===== config.mk =====
export PLATFORM = sky130hd
export DESIGN_NAME = mc_maindec
export DESIGN_NICKNAME = d
export VERILOG_FILES = /design/src/rtl/mc_maindec_pkg.sv /design/src/rtl/mc_maindec.sv
export SDC_FILE = /design/constraint.sdc
export NUM_CORES = 1
export LEC_CHECK = 0
export CAP_MARGIN = 20
export CORE_ASPECT_RATIO = 1.1
export CORE_MARGIN = 1.5
export CORE_UTILIZATION = 35
export CTS_CLUSTER_SIZE = 16
export DETAILED_ROUTE_END_ITERATION = 10
export PLACE_DENSITY = 0.76
export RECOVER_POWER = 100
export SYNTH_ARGS = -nofsm -noshare
export SYNTH_HDL_FRONTEND = slang
export SYNTH_SLANG_ARGS = --single-unit
export TNS_END_PERCENT = 10

===== constraint.sdc =====
create_clock -name clk -period 1.3 [get_ports clk]
set_clock_uncertainty 0.05 [all_clocks]
set_input_delay 0.26 -clock clk [delete_from_list [all_inputs] [get_ports clk]]
set_output_delay 0.26 -clock clk [all_outputs]
set_load 0.02 [all_outputs]

===== src/rtl/mc_maindec_pkg.sv =====
// rtl/mc_maindec_pkg.sv - shared opcode, state, and control-code definitions for the main decoder
package mc_maindec_pkg;

   localparam int OP_BITS    = 6;
   localparam int STATE_BITS = 4;

   // Opcodes handled by the multicycle controller
   localparam logic [5:0] OP_RTYPE = 6'b000000;
   localparam logic [5:0] OP_LW    = 6'b100011;
   localparam logic [5:0] OP_SW    = 6'b101011;
   localparam logic [5:0] OP_BEQ   = 6'b000100;
   localparam logic [5:0] OP_ADDI  = 6'b001000;
   localparam logic [5:0] OP_J     = 6'b000010;

   // State encodings; 12..15 are unused and fall back to FETCH
   localparam logic [3:0] S_FETCH   = 4'd0;
   localparam logic [3:0] S_DECODE  = 4'd1;
   localparam logic [3:0] S_MEMADR  = 4'd2;
   localparam logic [3:0] S_MEMRD   = 4'd3;
   localparam logic [3:0] S_MEMWB   = 4'd4;
   localparam logic [3:0] S_MEMWR   = 4'd5;
   localparam logic [3:0] S_RTYPEEX = 4'd6;
   localparam logic [3:0] S_RTYPEWB = 4'd7;
   localparam logic [3:0] S_BEQEX   = 4'd8;
   localparam logic [3:0] S_ADDIEX  = 4'd9;
   localparam logic [3:0] S_ADDIWB  = 4'd10;
   localparam logic [3:0] S_JEX     = 4'd11;

   // ALU decoder operation select
   localparam logic [1:0] ALUOP_ADD   = 2'b00;
   localparam logic [1:0] ALUOP_SUB   = 2'b01;
   localparam logic [1:0] ALUOP_FUNCT = 2'b10;

   // ALU B-operand select
   localparam logic [1:0] SRCB_B      = 2'b00;
   localparam logic [1:0] SRCB_FOUR   = 2'b01;
   localparam logic [1:0] SRCB_IMM    = 2'b10;
   localparam logic [1:0] SRCB_IMMSH2 = 2'b11;

   // Next-PC select
   localparam logic [1:0] PCSRC_ALURES = 2'b00;
   localparam logic [1:0] PCSRC_ALUOUT = 2'b01;
   localparam logic [1:0] PCSRC_JUMP   = 2'b10;

   // Full set of datapath controls produced each cycle
   typedef struct packed {
      logic       pcwrite;
      logic       branch;
      logic       iord;
      logic       memwrite;
      logic       irwrite;
      logic       regdst;
      logic       memtoreg;
      logic       regwrite;
      logic       alusrca;
      logic [1:0] alusrcb;
      logic [1:0] pcsrc;
      logic [1:0] aluop;
      logic       instr_done;
      logic       illegal_op;
   } ctrl_t;

   function automatic logic is_legal_op(input logic [5:0] opc);
      return (opc == OP_RTYPE) || (opc == OP_LW) || (opc == OP_SW) ||
             (opc == OP_BEQ) || (opc == OP_ADDI) || (opc == OP_J);
   endfunction

endpackage


===== src/rtl/mc_maindec.sv =====
// rtl/mc_maindec.sv - multicycle MIPS main-decoder FSM driving datapath enables and aluop
module mc_maindec
   import mc_maindec_pkg::*;
#(
   parameter int OP_W    = OP_BITS,
   parameter int STATE_W = STATE_BITS
) (
   input  logic               clk,
   input  logic               reset,
   input  logic [OP_W-1:0]    op,
   input  logic               memready,
   output logic               pcwrite,
   output logic               branch,
   output logic               iord,
   output logic               memwrite,
   output logic               irwrite,
   output logic               regdst,
   output logic               memtoreg,
   output logic               regwrite,
   output logic               alusrca,
   output logic [1:0]         alusrcb,
   output logic [1:0]         pcsrc,
   output logic [1:0]         aluop,
   output logic               instr_done,
   output logic               illegal_op,
   output logic [STATE_W-1:0] state
);

   logic [STATE_W-1:0] state_q;
   logic [STATE_W-1:0] state_d;
   ctrl_t              ctrl;

   // State register; reset always restarts at instruction fetch
   always_ff @(posedge clk) begin
      if (reset) begin
         state_q <= S_FETCH;
      end else begin
         state_q <= state_d;
      end
   end

   // Next-state selection; op is only looked at in DECODE and MEMADR
   always_comb begin
      state_d = state_q;
      case (state_q)
         S_FETCH: begin
            if (memready) begin
               state_d = S_DECODE;
            end
         end
         S_DECODE: begin
            case (op)
               OP_LW, OP_SW: state_d = S_MEMADR;
               OP_RTYPE:     state_d = S_RTYPEEX;
               OP_BEQ:       state_d = S_BEQEX;
               OP_ADDI:      state_d = S_ADDIEX;
               OP_J:         state_d = S_JEX;
               default:      state_d = S_FETCH;
            endcase
         end
         S_MEMADR: begin
            if (op == OP_LW) begin
               state_d = S_MEMRD;
            end else if (op == OP_SW) begin
               state_d = S_MEMWR;
            end else begin
               // IR cannot change here, but never wedge on a corrupted opcode
               state_d = S_FETCH;
            end
         end
         S_MEMRD: begin
            if (memready) begin
               state_d = S_MEMWB;
            end
         end
         S_MEMWB:   state_d = S_FETCH;
         S_MEMWR: begin
            if (memready) begin
               state_d = S_FETCH;
            end
         end
         S_RTYPEEX: state_d = S_RTYPEWB;
         S_RTYPEWB: state_d = S_FETCH;
         S_BEQEX:   state_d = S_FETCH;
         S_ADDIEX:  state_d = S_ADDIWB;
         S_ADDIWB:  state_d = S_FETCH;
         S_JEX:     state_d = S_FETCH;
         default:   state_d = S_FETCH;
      endcase
   end

   // Moore output decode with memready gating in the wait states and reset suppression of writes
   always_comb begin
      ctrl = '0;
      case (state_q)
         S_FETCH: begin
            ctrl.iord    = 1'b0;
            ctrl.alusrca = 1'b0;
            ctrl.alusrcb = SRCB_FOUR;
            ctrl.aluop   = ALUOP_ADD;
            ctrl.pcsrc   = PCSRC_ALURES;
            // IR and PC load together exactly on the cycle the fetch completes
            ctrl.irwrite = memready;
            ctrl.pcwrite = memready;
         end
         S_DECODE: begin
            ctrl.alusrca = 1'b0;
            ctrl.alusrcb = SRCB_IMMSH2;
            ctrl.aluop   = ALUOP_ADD;
            if (!is_legal_op(op)) begin
               ctrl.illegal_op = 1'b1;
               ctrl.instr_done = 1'b1;
            end
         end
         S_MEMADR: begin
            ctrl.alusrca = 1'b1;
            ctrl.alusrcb = SRCB_IMM;
            ctrl.aluop   = ALUOP_ADD;
         end
         S_MEMRD: begin
            ctrl.iord = 1'b1;
         end
         S_MEMWB: begin
            ctrl.regdst     = 1'b0;
            ctrl.memtoreg   = 1'b1;
            ctrl.regwrite   = 1'b1;
            ctrl.instr_done = 1'b1;
         end
         S_MEMWR: begin
            // Strobe stays up until the memory accepts the write
            ctrl.iord       = 1'b1;
            ctrl.memwrite   = 1'b1;
            ctrl.instr_done = memready;
         end
         S_RTYPEEX: begin
            ctrl.alusrca = 1'b1;
            ctrl.alusrcb = SRCB_B;
            ctrl.aluop   = ALUOP_FUNCT;
         end
         S_RTYPEWB: begin
            ctrl.regdst     = 1'b1;
            ctrl.memtoreg   = 1'b0;
            ctrl.regwrite   = 1'b1;
            ctrl.instr_done = 1'b1;
         end
         S_BEQEX: begin
            ctrl.alusrca    = 1'b1;
            ctrl.alusrcb    = SRCB_B;
            ctrl.aluop      = ALUOP_SUB;
            ctrl.pcsrc      = PCSRC_ALUOUT;
            ctrl.branch     = 1'b1;
            ctrl.instr_done = 1'b1;
         end
         S_ADDIEX: begin
            ctrl.alusrca = 1'b1;
            ctrl.alusrcb = SRCB_IMM;
            ctrl.aluop   = ALUOP_ADD;
         end
         S_ADDIWB: begin
            ctrl.regdst     = 1'b0;
            ctrl.memtoreg   = 1'b0;
            ctrl.regwrite   = 1'b1;
            ctrl.instr_done = 1'b1;
         end
         S_JEX: begin
            ctrl.pcsrc      = PCSRC_JUMP;
            ctrl.pcwrite    = 1'b1;
            ctrl.instr_done = 1'b1;
         end
         default: begin
            ctrl = '0;
         end
      endcase

      // An instruction interrupted by reset must leave no architectural trace
      if (reset) begin
         ctrl.pcwrite    = 1'b0;
         ctrl.irwrite    = 1'b0;
         ctrl.regwrite   = 1'b0;
         ctrl.memwrite   = 1'b0;
         ctrl.branch     = 1'b0;
         ctrl.instr_done = 1'b0;
         ctrl.illegal_op = 1'b0;
      end
   end

   assign pcwrite    = ctrl.pcwrite;
   assign branch     = ctrl.branch;
   assign iord       = ctrl.iord;
   assign memwrite   = ctrl.memwrite;
   assign irwrite    = ctrl.irwrite;
   assign regdst     = ctrl.regdst;
   assign memtoreg   = ctrl.memtoreg;
   assign regwrite   = ctrl.regwrite;
   assign alusrca    = ctrl.alusrca;
   assign alusrcb    = ctrl.alusrcb;
   assign pcsrc      = ctrl.pcsrc;
   assign aluop      = ctrl.aluop;
   assign instr_done = ctrl.instr_done;
   assign illegal_op = ctrl.illegal_op;
   assign state      = state_q;

endmodule

==> results <==
[cell usage after synthesis, types with 2 or more instances]
cell	number
nand2b_1	7
a21o_1	2
buf_4	3
nor2_1	5
nand3_1	2
inv_1	3
o32a_1	2
nor2b_1	3
xor2_1	2
a21oi_1	6
nand2_1	3
buf_2	5
and3_1	2
a31oi_1	3
dfxtp_1	4
nor3_1	7
nor4_1	3
o21ai_0	6
[cell type report]
type | count | share of cell area [%]
inverter | 3 | 0.831
clock buffer | 4 | 1.94
timing repair buffer | 73 | 44.4
multi-input combinational | 70 | 44.4
sequential | 4 | 6.83
tap | 17 | 1.57
[report_power, final]
part | switching (mW) | internal (mW) | leakage, nW | total [mW]
Sequential | 0.00678 | 0.122 | 0.0352 | 0.129
Combinational | 0.120 | 0.133 | 0.547 | 0.253
Clock | 0.0599 | 0.116 | 0.0150 | 0.176
[metal layers]
| metal | vias to the layer above | track usage (%) | routed length [um] |
|---|---|---|---|
| met5 | - | 0 | 0 |
| met1 | 468 | 34.1 | 1050 |
| li1 | 460 | - | - |
| met4 | 0 | 5.45 | 13 |
| met3 | 2 | 6.15 | 198 |
| met2 | 57 | 53.3 | 1420 |
[cell families (layout without fill, tap and decap cells)]
kind of cell,after synthesis,after routing,share of synthesized area [%]
AO/OA/AOI/OAI,27,27,30.3
XOR/XNOR,3,3,4.28
buffers and inverters,13,80,12.0
flip-flops,4,4,13.0
AND/OR/NAND/NOR,40,40,40.3
[what timing repair did]
action | CTS | global route
pin swaps | 7 | 0
endpoints found under the setup margin | 25 | 23
cloned | 1 | 0
gates resized for setup | 146 | 9
setup buffers | 15 | 0
[critical path, cell delays in order]
cell,delay (ns)
buf_2,0.14
nor4_4,0.32
buf_4,0.15
buf_4,0.09
buf_4,0.09
buf_4,0.09
buf_4,0.09
buf_4,0.09
a31oi_1,0.08
o32a_1,0.30
nor3_2,0.15
[how the worst min path moves through the flow]
stage              from        to  slack [ns]  cells after the start
2_1_floorplan     op[5]  state[0]        0.42                      3
6_report          op[0]  state[0]        0.49                      5
3_5_place_dp   state[2]  state[3]        0.61                      2
5_1_grt           op[5]  state[0]        0.50                      5
4_1_cts           op[5]  state[0]        0.46                      5
3_3_place_gp   state[2]  state[3]        0.61                      2
==> impl_metrics.tcl <==
set metrics [dict create \
    start_util_pct 38.1 \
    drt_wl_total_um 2680 \
    instances_no_fill 171 \
    rrSetupSlack_ns -0.29 \
    syn-instance-count 87 \
    reg2reg_to "state[0]" \
    powerDensity_mw_per_mm2 411 \
    viasPerCell 5.77 \
    num_rows 15 \
    critical_path.max_fanout 4 \
    path_clk_slew_ns 0.05 \
    largest_register_ffs 4 \
    core_mm2 0.00161 \
    critPathLaunch "op[5]" \
    multi_input_area_um2 602 \
    antenna_found_initial 0 \
    clock_latency_ns 0.25 \
    cts_max_path_buffers 2 \
    reg2regPathDepth 6 \
    n_antenna_cell 0 \
    synth_seq_cells 4 \
    synth_top_cell_area_share_pct 13.0 \
    syn_nets 96 \
    tightest_slew_ns 0.303 \
    syn2layout_area_growth_pct 121 \
    fmax_ghz 0.585 \
    async_flop_share_pct 0 \
    hold_viol_final 0 \
    rsz0062_at_grt "yes" \
    io_buffer_count 29 \
    ys_types 37 \
    ant_nets 0 \
    ir_drop_uv 362 \
    synth.area.top_cells "dfxtp_1 (13%), nand2b_1 (7.1%), nor3_1 (5.7%), a21oi_1 (4.9%), o21ai_0 (4.9%)" \
    dp_cells 151 \
    hpwl_um 1560 \
    place_congestion 0.859 \
    required_ns 1.42 \
    setup.worst_path.start_class "input port" \
    yosys_warnings 0 \
    die-area_mm2 0.00202 \
    setup_viol 22 \
    violations "negative setup slack" \
    power.leakage_nw 0.597 \
    synth_edf_count 0 \
    die_w_um 42.9 \
    clock-sinks 4 \
    fin_crit_ns 1.71 \
    syn_area_um2 614 \
    arrival_ns 1.83 \
    hold_buffers 0 \
    die_h_um 46.9 \
    holdCritPathClass "input port to flop" \
    final.setup.tns_ns -5.92 \
    syn_avg_cell_area_um2 7.06 \
    cts_tree "yes" \
    grt_overflow 0 \
    regArea_um2 92.6 \
    place_area_mm2 0.00112 \
    grt_first_pass_wirelength_um 4330 \
    cts_buffers 3 \
    layout_commonest_cell "buf_4" \
    drc 0 \
    r2r_start "state[1]" \
    mostFrequentLayoutCells "buf_4 (52), a21oi_1 (6), nand2b_1 (5), buf_2 (5), buf_6 (5)" \
    drive_gt1_share_pct 65.6 \
    boundaryPins 30 \
    slew_headroom_pct 79.5 \
    synth_largest_area_cell "dfxtp_1" \
    power_mw 0.557 \
    path_class "input port to flop" \
    status "finished with violations" \
    synth_seq_area_share_pct 13.0 \
    cts-root-buf "clkbuf_4" \
    fin_area_mm2 0.00136 \
    layout.nets 164 \
    drv_slew 0 \
    fin_ws_ns -0.410 \
    fin_crit_sh_pct 132 \
    drt_iter0_markers 47 \
    pre_cts_ws_ns -1.13 \
    global_route.usage.total_pct 28.4 \
    grt_pass1_vias 895 \
    max-cap-violations 0 \
    first_pass_iters 4 \
    setup.worst_path.end "state[2]" \
    n_fill_cell 102 \
    synth-main-ff-cell "dfxtp_1" \
    vias 987 \
    hold_slack_ns 0.486 \
    endpoint_kind "flop" \
    h-tree-depth 1 \
    wl_per_cell_um 15.7 \
    grt_max_degree 11 \
    final_util_pct 84.0 \
]
Note: power is estimated with default switching activity, not from simulation.
